`config.mk`:
```
export PLATFORM = sky130hd
export DESIGN_NAME = pipeline_stall_controller
export DESIGN_NICKNAME = d
export VERILOG_FILES = /design/src/rtl/pipeline_stall_controller_pkg.sv /design/src/rtl/pipeline_stall_controller_sat_counter.sv /design/src/rtl/pipeline_stall_controller.sv
export SDC_FILE = /design/constraint.sdc
export NUM_CORES = 1
export LEC_CHECK = 0
export ABC_CLOCK_PERIOD_IN_PS = 2100
export CAP_MARGIN = 5
export CORE_MARGIN = 2
export CORE_UTILIZATION = 47
export CTS_BUF_LIST = sky130_fd_sc_hd__clkbuf_4 sky130_fd_sc_hd__clkbuf_8 sky130_fd_sc_hd__clkbuf_16
export DETAILED_ROUTE_END_ITERATION = 7
export GPL_TIMING_DRIVEN = 0
export PLACE_DENSITY = 0.8
export SYNTH_ARGS = -nofsm -noshare
export SYNTH_HDL_FRONTEND = slang
export SYNTH_HIERARCHICAL = 1
export SYNTH_SLANG_ARGS = --single-unit
export TNS_END_PERCENT = 1
```
`constraint.sdc`:
```
create_clock -name clk_i -period 2.1 [get_ports clk_i]
set_input_delay 0.21 -clock clk_i [delete_from_list [all_inputs] [get_ports clk_i]]
set_output_delay 0.21 -clock clk_i [all_outputs]
set_load 0.005 [all_outputs]
```
`src/rtl/pipeline_stall_controller_pkg.sv`:
```
`default_nettype none
// ============================================================================
// Module      : pipeline_stall_controller_pkg
// Description : Shared types and default constants for the pipeline
//               stall/flush sequencer.
//               - state_t : memory-wait FSM encoding
//               - ctrl_t  : per-stage hold/bubble/flush control bundle
// Revision    : 1.0 - initial release
// ============================================================================
package pipeline_stall_controller_pkg;

  typedef enum logic {
    RUN      = 1'b0,
    MEM_WAIT = 1'b1
  } state_t;

  typedef struct packed {
    logic pc_stall;
    logic if_id_stall;
    logic if_id_flush;
    logic id_ex_bubble;
    logic id_ex_stall;
    logic ex_mem_stall;
    logic mem_wb_bubble;
  } ctrl_t;

  localparam int DEFAULT_TIMEOUT = 64;
  localparam int DEFAULT_CNT_W   = 32;

  // Full freeze used while a data-memory access is in flight: every
  // upstream register holds and MEM_WB receives a NOP.
  localparam ctrl_t C_FREEZE = '{
    pc_stall      : 1'b1,
    if_id_stall   : 1'b1,
    if_id_flush   : 1'b0,
    id_ex_bubble  : 1'b0,
    id_ex_stall   : 1'b1,
    ex_mem_stall  : 1'b1,
    mem_wb_bubble : 1'b1
  };

endpackage : pipeline_stall_controller_pkg
`default_nettype wire

```
`src/rtl/pipeline_stall_controller_sat_counter.sv`:
```
`default_nettype none
// ============================================================================
// Module      : sat_counter
// Description : Up-counter that sticks at its all-ones value.
//   i_clk   : clock
//   i_rstN  : asynchronous active-low reset
//   i_inc   : count one event this cycle
//   i_clr   : synchronous clear (wins over i_inc)
//   o_count : current count
// Revision    : 1.0 - initial release
// ============================================================================
module sat_counter #(
  parameter int W = 32
) (
  input  logic         i_clk,
  input  logic         i_rstN,
  input  logic         i_inc,
  input  logic         i_clr,
  output logic [W-1:0] o_count
);

  logic [W-1:0] r_count;

  always_ff @(posedge i_clk or negedge i_rstN) begin
    if (!i_rstN) begin
      r_count <= '0;
    end else if (i_clr) begin
      r_count <= '0;
    end else if (i_inc && (r_count != {W{1'b1}})) begin
      r_count <= r_count + 1'b1;
    end
  end

  assign o_count = r_count;

endmodule : sat_counter
`default_nettype wire

```
`src/rtl/pipeline_stall_controller.sv`:
```
`default_nettype none
// ============================================================================
// Module      : pipeline_stall_controller
// Description : Central stall/flush sequencer for the 5-stage pipeline.
//               Merges load-use hazards, taken-branch redirects and
//               multi-cycle data-memory accesses into one consistent set of
//               per-stage controls. Owns the memory-wait FSM, a watchdog
//               and saturating stall/flush performance counters.
//   clk_i, rst_i            : clock, asynchronous active-low reset
//   load_use_i              : load-use hazard from hazard detection
//   branch_taken_i          : branch in ID resolved taken
//   mem_req_i / mem_ack_i   : data-memory request from EX_MEM / completion
//   mem_start_o             : one-cycle access launch pulse
//   pc_stall_o ..           : per-stage hold / bubble / flush controls
//   mem_wb_bubble_o
//   timeout_o               : sticky watchdog error
//   stall_cnt_o/flush_cnt_o : saturating performance counters
// Revision    : 1.0 - initial release
// ============================================================================
module pipeline_stall_controller
  import pipeline_stall_controller_pkg::*;
#(
  parameter int TIMEOUT = DEFAULT_TIMEOUT,
  parameter int CNT_W   = DEFAULT_CNT_W
) (
  input  logic             clk_i,
  input  logic             rst_i,
  input  logic             load_use_i,
  input  logic             branch_taken_i,
  input  logic             mem_req_i,
  input  logic             mem_ack_i,
  output logic             mem_start_o,
  output logic             pc_stall_o,
  output logic             if_id_stall_o,
  output logic             if_id_flush_o,
  output logic             id_ex_bubble_o,
  output logic             id_ex_stall_o,
  output logic             ex_mem_stall_o,
  output logic             mem_wb_bubble_o,
  output logic             timeout_o,
  output logic [CNT_W-1:0] stall_cnt_o,
  output logic [CNT_W-1:0] flush_cnt_o
);

  localparam int WAIT_W = $clog2(TIMEOUT + 1);
  localparam logic [WAIT_W-1:0] C_WAIT_MAX = WAIT_W'(TIMEOUT);

  state_t            r_state;
  state_t            w_stateNext;
  ctrl_t             w_ctrl;
  logic              w_memStart;
  logic              w_waitClr;
  logic              w_waitInc;
  logic [WAIT_W-1:0] r_waitCnt;
  logic [WAIT_W-1:0] w_waitCntNext;
  logic              r_timeout;

  // --------------------------------------------------------------------------
  // FSM state register
  // --------------------------------------------------------------------------
  always_ff @(posedge clk_i or negedge rst_i) begin
    if (!rst_i) begin
      r_state <= RUN;
    end else begin
      r_state <= w_stateNext;
    end
  end

  // --------------------------------------------------------------------------
  // Next-state and control decode
  // --------------------------------------------------------------------------
  always_comb begin
    w_stateNext = r_state;
    w_ctrl      = '0;
    w_memStart  = 1'b0;
    w_waitClr   = 1'b0;
    w_waitInc   = 1'b0;

    case (r_state)
      RUN: begin
        if (mem_req_i) begin
          // Memory access outranks hazards: the whole pipe freezes, so any
          // pending load-use or branch is simply re-presented later.
          w_memStart  = 1'b1;
          w_ctrl      = C_FREEZE;
          w_waitClr   = 1'b1;
          w_stateNext = MEM_WAIT;
        end else if (load_use_i) begin
          // Branch held in IF_ID re-evaluates next cycle, so flushing it
          // now would lose it; only the stall acts.
          w_ctrl.pc_stall     = 1'b1;
          w_ctrl.if_id_stall  = 1'b1;
          w_ctrl.id_ex_bubble = 1'b1;
        end else if (branch_taken_i) begin
          w_ctrl.if_id_flush = 1'b1;
        end
      end

      MEM_WAIT: begin
        if (mem_ack_i) begin
          // All controls low: pipe advances and MEM_WB captures the data.
          w_stateNext = RUN;
        end else begin
          w_ctrl    = C_FREEZE;
          w_waitInc = 1'b1;
        end
      end

      default: begin
        w_stateNext = RUN;
      end
    endcase
  end

  // --------------------------------------------------------------------------
  // Watchdog: counts unacknowledged MEM_WAIT cycles, saturating at TIMEOUT.
  // The error flag is sticky; the FSM keeps waiting regardless.
  // --------------------------------------------------------------------------
  assign w_waitCntNext = (r_waitCnt == C_WAIT_MAX) ? r_waitCnt : r_waitCnt + 1'b1;

  always_ff @(posedge clk_i or negedge rst_i) begin
    if (!rst_i) begin
      r_waitCnt <= '0;
      r_timeout <= 1'b0;
    end else begin
      if (w_waitClr) begin
        r_waitCnt <= '0;
      end else if (w_waitInc) begin
        r_waitCnt <= w_waitCntNext;
        if (w_waitCntNext == C_WAIT_MAX) begin
          r_timeout <= 1'b1;
        end
      end
    end
  end

  // --------------------------------------------------------------------------
  // Outputs: gated by reset so everything reads low while rst_i is asserted,
  // independent of any combinational input activity.
  // --------------------------------------------------------------------------
  assign mem_start_o     = rst_i & w_memStart;
  assign pc_stall_o      = rst_i & w_ctrl.pc_stall;
  assign if_id_stall_o   = rst_i & w_ctrl.if_id_stall;
  assign if_id_flush_o   = rst_i & w_ctrl.if_id_flush;
  assign id_ex_bubble_o  = rst_i & w_ctrl.id_ex_bubble;
  assign id_ex_stall_o   = rst_i & w_ctrl.id_ex_stall;
  assign ex_mem_stall_o  = rst_i & w_ctrl.ex_mem_stall;
  assign mem_wb_bubble_o = rst_i & w_ctrl.mem_wb_bubble;
  assign timeout_o       = r_timeout;

  // --------------------------------------------------------------------------
  // Performance counters
  // --------------------------------------------------------------------------
  sat_counter #(
    .W (CNT_W)
  ) u_stallCnt (
    .i_clk   (clk_i),
    .i_rstN  (rst_i),
    .i_inc   (pc_stall_o),
    .i_clr   (1'b0),
    .o_count (stall_cnt_o)
  );

  sat_counter #(
    .W (CNT_W)
  ) u_flushCnt (
    .i_clk   (clk_i),
    .i_rstN  (rst_i),
    .i_inc   (if_id_flush_o),
    .i_clr   (1'b0),
    .o_count (flush_cnt_o)
  );

  // --------------------------------------------------------------------------
  // Control invariants
  // --------------------------------------------------------------------------
  a_ifIdExclusive : assert property (@(posedge clk_i) disable iff (!rst_i)
    !(if_id_stall_o && if_id_flush_o));

  a_idExExclusive : assert property (@(posedge clk_i) disable iff (!rst_i)
    !(id_ex_stall_o && id_ex_bubble_o));

endmodule : pipeline_stall_controller
`default_nettype wire

```
# --- Word level (Yosys, flattened, before mapping) ---
# Index checks and enable logic that the tools add are counted.
word_totals:
  regBits: 73
  input_bits: 6
  output_inout_bits: 73
  word_cells: 42
classes:
  add_sub_neg: 3
  n_eq_ne: 4
  n_mux: 16
  bitwise_logic: 10
  n_reduce_logical: 4
op_table:
  columns: ["op", "count"]
  rows:
  - ["32-bit by 1-bit adder with 32-bit output, second input constant", 2]
  - ["32-bit inequality test, second input constant", 2]
  - ["7-bit 2-to-1 mux", 4]
  - ["7-bit == test, second input constant", 2]
  - ["7-bit case mux with 2 select lines", 1]
  - ["1-bit bitwise AND", 8]
  - ["7-bit by 1-bit adder with 7-bit output, second input constant", 1]
  - ["1-bit 2-to-1 mux", 7]
  - ["4-bit 2-to-1 mux", 1]
  - ["3-bit 2-to-1 mux", 1]
  - ["3-bit AND reduction", 1]
  - ["1-bit logical AND", 2]
  - ["2-bit 2-to-1 mux", 1]
  - ["1-bit NOT", 2]
  - ["1-bit case mux with 2 select lines", 1]
  - ["2-bit nonzero test", 1]

# --- Depth between registers and ports, before layout ---
logic_depth:
  ltp_word: 6
  mapped_depth: 11
  depth_no_buf: 8

# --- Hierarchy ---
# The synthesis kept the hierarchy.
by_module_without_submodules:
  columns: ["mod", "n_inst", "cells_each", "area_each_um2", "seq_area_each_um2"]
  rows:
  - ["sat_counter", 2, 198, 1854.3, 800.8]
  - ["pipeline_stall_controller", 1, 74, 653.1, 225.2]

# --- Worst setup path after synthesis ---
# No wires, ideal clock.
synth_path:
  kind: "register to register"
  start: "reg r_state"
  end: "reg u_stallCnt.r_count[31] (netlist: u_stallCnt/o_count[31])"
  setup_time_ns: 0.125
  t_arrival_ns: 2.112
  required_ns: 1.975
  path_slack_ns: -0.136
  stages_incl_launch_ff: 11
  n_path_buf: 2
  synth_period_minus_slack_ns: 2.236
  path_cell_list: "dfrtp_1 > nand2b_1 > buf_2 > o21ai_0 > and2_1 > and3_1 > nand4_1 > a21o_1 > buf_2 > nor4_1 > mux2_2"
synth_between:
  elab_chain_cells: 4
synth_lines:
  columns: ["element", "line_no", "rtl"]
  rows:
  - ["from (decl)", "pipeline_stall_controller.sv:48", "state_t r_state;"]
  - ["from (signal assigned)", "pipeline_stall_controller.sv:65", "r_state <= w_stateNext;"]
  - ["1-bit NOT", null, null]
  - ["7-bit case mux with 2 select lines (*)", "pipeline_stall_controller.sv:79", "case (r_state)"]
  - ["1-bit bitwise AND (*)", "pipeline_stall_controller.sv:142", "assign pc_stall_o = rst_i & w_ctrl.pc_stall;"]
  - ["1-bit logical AND (*)", "pipeline_stall_controller_sat_counter.sv:29", "end else if (i_inc && (r_count != {W{1'b1}})) begin"]
  - ["to (signal assigned)", "pipeline_stall_controller_sat_counter.sv:30", "r_count <= r_count + 1'b1;"]
  - ["to (decl)", "pipeline_stall_controller_sat_counter.sv:22", "logic [W-1:0] r_count;"]
# Every way passes the cells marked *; elsewhere a longest branch is shown, timed or not.
# A chain may end at the register's enable or synchronous reset.

# --- Final worst setup path ---
layout_path:
  start: "in load_use_i"
  end: "reg u_flushCnt.r_count[25] (netlist: u_flushCnt/o_count[25])"
layout_between:
  elab_chain_cells: 5
layout_lines:
  columns: ["element", "line_no", "rtl"]
  rows:
  - ["from (decl)", "pipeline_stall_controller.sv:28", "input logic load_use_i,"]
  - ["1-bit 2-to-1 mux", "pipeline_stall_controller.sv:88", "end else if (load_use_i) begin"]
  - ["4-bit 2-to-1 mux", "pipeline_stall_controller.sv:81", "if (mem_req_i) begin"]
  - ["7-bit case mux with 2 select lines", "pipeline_stall_controller.sv:79", null]
  - ["1-bit bitwise AND", "pipeline_stall_controller.sv:144", "assign if_id_flush_o = rst_i & w_ctrl.if_id_flush;"]
  - ["1-bit logical AND", "pipeline_stall_controller_sat_counter.sv:29", null]
  - ["to (signal assigned)", "pipeline_stall_controller_sat_counter.sv:30", null]
  - ["to (decl)", "pipeline_stall_controller_sat_counter.sv:22", null]
# Every way passes these cells.

==> results.ini <==
[worst_setup_path]
startpoint = load_use_i
slowest_stage = clkdlybuf4s50_1
path_max_fanout = 10
cp-end-kind = flop
rr_startpoint = r_state
worstPathCellList = clkdlybuf4s50_1 > nor2_1 > and4_4 > and3_4 > nand4_1 > a21o_1 > buf_6 > buf_6 > o31ai_1 > a21oi_2
worstPathRequired_ns = 2.33
cpPeakStageDelay_ns = 0.43
worst-setup-path-type = primary input to flop
cp.arrival_ns = 2.48
cp-start-kind = primary input
path_delay_family = simple AND/OR/NAND/NOR gates
path_buf_inv = 3
cp_common_cell = buf_6

[synth]
yosys.area.top_type = dfrtp_1
synth_top_area_share_pct = 41.9
synth_area_per_cell_um2 = 9.28
ys.flop_type = dfrtp_1
async_reset_ff_share_pct = 100
synthTopCellsByArea = dfrtp_1 42%, nor2_1 4.6%, xnor2_1 4.4%
ys_seq_elements = 73
synth_common_cells = 73 x dfrtp_1, 54 x nor2_1, 28 x nand2_1
yosys_warnings = 6
synthCells = 470
post-synth-top-count-cell = dfrtp_1
yosysUniqueCellTypes = 52
synth_edf_count = 0
synthesis.area_um2 = 4360
yosysSeqAreaShare_pct = 41.9

[route]
first_pass_iters = 4
antenna_left = 0
wirelength_mm = 12.2
wl_per_cell_um = 17.3
first_iter_violations = 219
viasPerCell = 5.90
vias = 4146
drcViolationCount = 0

[run_status]
violations = negative setup slack
status = finished with violations

[floorplanning]
die_x_um = 100
core-area_um2 = 9110
die_y_um = 100
initial_core_util_pct = 47.9
ios = 79
row_count = 35
dieArea_um2 = 10100

[clock_network]
htree_levels = 3
cts_tree = built
cts_sinks = 73
clk_pin_slew_ns = 0.08
clk_latency_ns = 0.35
cts-root-buf = clkbuf_8
cts_inserted_buffers = 9
cts.path.max_buffers = 2

[placement]
post-place-cells = 667
dpl.hpwl_mm = 7.73
place_congestion = 0.832
dp_slack_ns = -0.724
postPlaceCellArea_um2 = 5350
io_buffer_count = 78

[timing]
maxSlewHeadroom_pct = 59.2
setup_viol = 15
fmax_mhz = 444
fin_ws_ns = -0.151
fin_crit_sh_pct = 107
drv_slew = 0
clock_skew_ns = 0.0129
worstMarginPinSlew_ns = 0.606
period_needed_ns = 2.25
hold_viol = 0
rsz0062_at_grt = yes

[cells_and_area]
final_layout_size_suffix_gt1_share_pct = 20.6
antennaDiodeCount = 0
final_area_um2 = 5970
area_growth_pct = 36.8
nets = 597
instances_no_fill = 703
utilization_pct = 65.5

[min_path]
hp-class = primary input to flop
hp-start = mem_ack_i

[grt]
grt_pass1_wl_mm = 18.6
antenna_found_initial = 0
grt_max_degree = 48
overflow = 0
grt.total_usage_pct = 23.0
grt_pass1_vias = 3896

[pwr]
power_density_nw_per_um2 = 475
max-vdd-ir-drop_uv = 305
p_leak_nw = 2.51

[job]
drv_cap = 0

==> final cells by class <==
type	count	area [um^2]
Buffer	18	115
Timing Repair Buffer	99	968
Clock buffer	10	138
Sequential cell	73	1830
Multi-Input combinational cell	367	2660
Inverter	19	71.3
Tap cell	111	139
Clock inverter	6	43.8
Fill cell	724	3140
==> cells in the final DEF, fill, tap and decap left out, drive strengths merged, types with 6 or more instances in the layout <==
cell type,instances
a211oi,13
a21o,7
a21oi,24
and2,8
and3,19
buf,34
clkbuf,18
clkdlybuf4s50,72
conb,8
dfrtp,73
inv,19
mux2,13
nand2,28
nand2b,6
nand3,28
nand4,14
nor2,54
nor2b,13
nor3,9
nor4,14
o21ai,15
o31ai,8
or3,11
or4,6
xnor2,22
xor2,9
==> sequential cells by signal, indices dropped and copies added (netlist names) <==
signal	cells
r_state	1
r_waitCnt	7
timeout_o	1
u_flushCnt/o_count	32
u_stallCnt/o_count	32
==> kinds of logic (layout without fill, tap and decap cells) <==
logic type | count (synthesis) | count (layout) | synth area share, %
multiplexers | 16 | 16 | 4.22
buffers and inverters | 38 | 152 | 3.87
AND/OR/NAND/NOR | 223 | 223 | 29.5
adder cells (fa/ha/maj) | 4 | 4 | 1.15
XOR/XNOR | 31 | 31 | 6.22
flip-flops | 73 | 73 | 41.9
other | 1 | 8 | 0.0860
AO/OA/AOI/OAI | 84 | 85 | 13.1
==> where the power goes <==
group | switching, mW | leakage [nW] | internal (mW)
Sequential | 0.0403 | 1.00 | 1.43
Clock | 0.582 | 0.0805 | 0.461
Combinational | 0.175 | 1.42 | 0.152
==> path summary, 6_finish.rpt <==
kind / endpoint / slack [ns] / cells past startpoint
hold reg to reg: timeout_o / 0.48 / 2
hold / removal: r_waitCnt[1] / 0.30 / 4
setup reg to reg: u_flushCnt/o_count[25] / -0.11 / 9
max in group asynchronous: u_stallCnt/o_count[16] / 1.27 / 3
setup / recovery: u_flushCnt/o_count[25] / -0.15 / 10
min in group asynchronous: u_stallCnt/o_count[4] / 0.56 / 3
==> repair_timing <==
| action | in CTS | in global routing |
|---|---|---|
| resized for setup | 33 | 34 |
| pin swaps | 17 | 20 |
| cloned | 1 | 0 |
| hold endpoints to repair | 26 | 0 |
| hold buffers | 2 | 0 |
| setup endpoints to repair | 32 | 38 |
| setup buffers | 10 | 8 |
==> tightest hold or removal path: stages <==
cell and delay (ns):
dlymetal6s2s_1 0.13, mux2_2 0.17, nand2_1 0.05, o31ai_1 0.06
==> per-layer routing <==
layer	up-vias	global-route usage (%)	part of all wire (%)	wire length, um
met2	157	38.3	49	6010
met4	0	8.64	1.6	195
met1	2044	30.5	44	5300
li1	1921	-	-	-
met5	-	0	0	0
met3	24	3.48	5.4	655
==> per-stage QoR <==
stage / total power [mW] / hold slack (ns) / TNS, ns
final: 2.84 / 0.303 / -0.748
after detailed placement: 1.76 / 0.175 / -17.17
after floorplan: 1.64 / -0.0856 / -0.0933
after global routing: 2.95 / 0.387 / -2.32
after CTS: 2.82 / 0.329 / -0.295
after global placement: 1.74 / 0.453 / -331.43
Note: power is estimated with default switching activity, not from simulation.
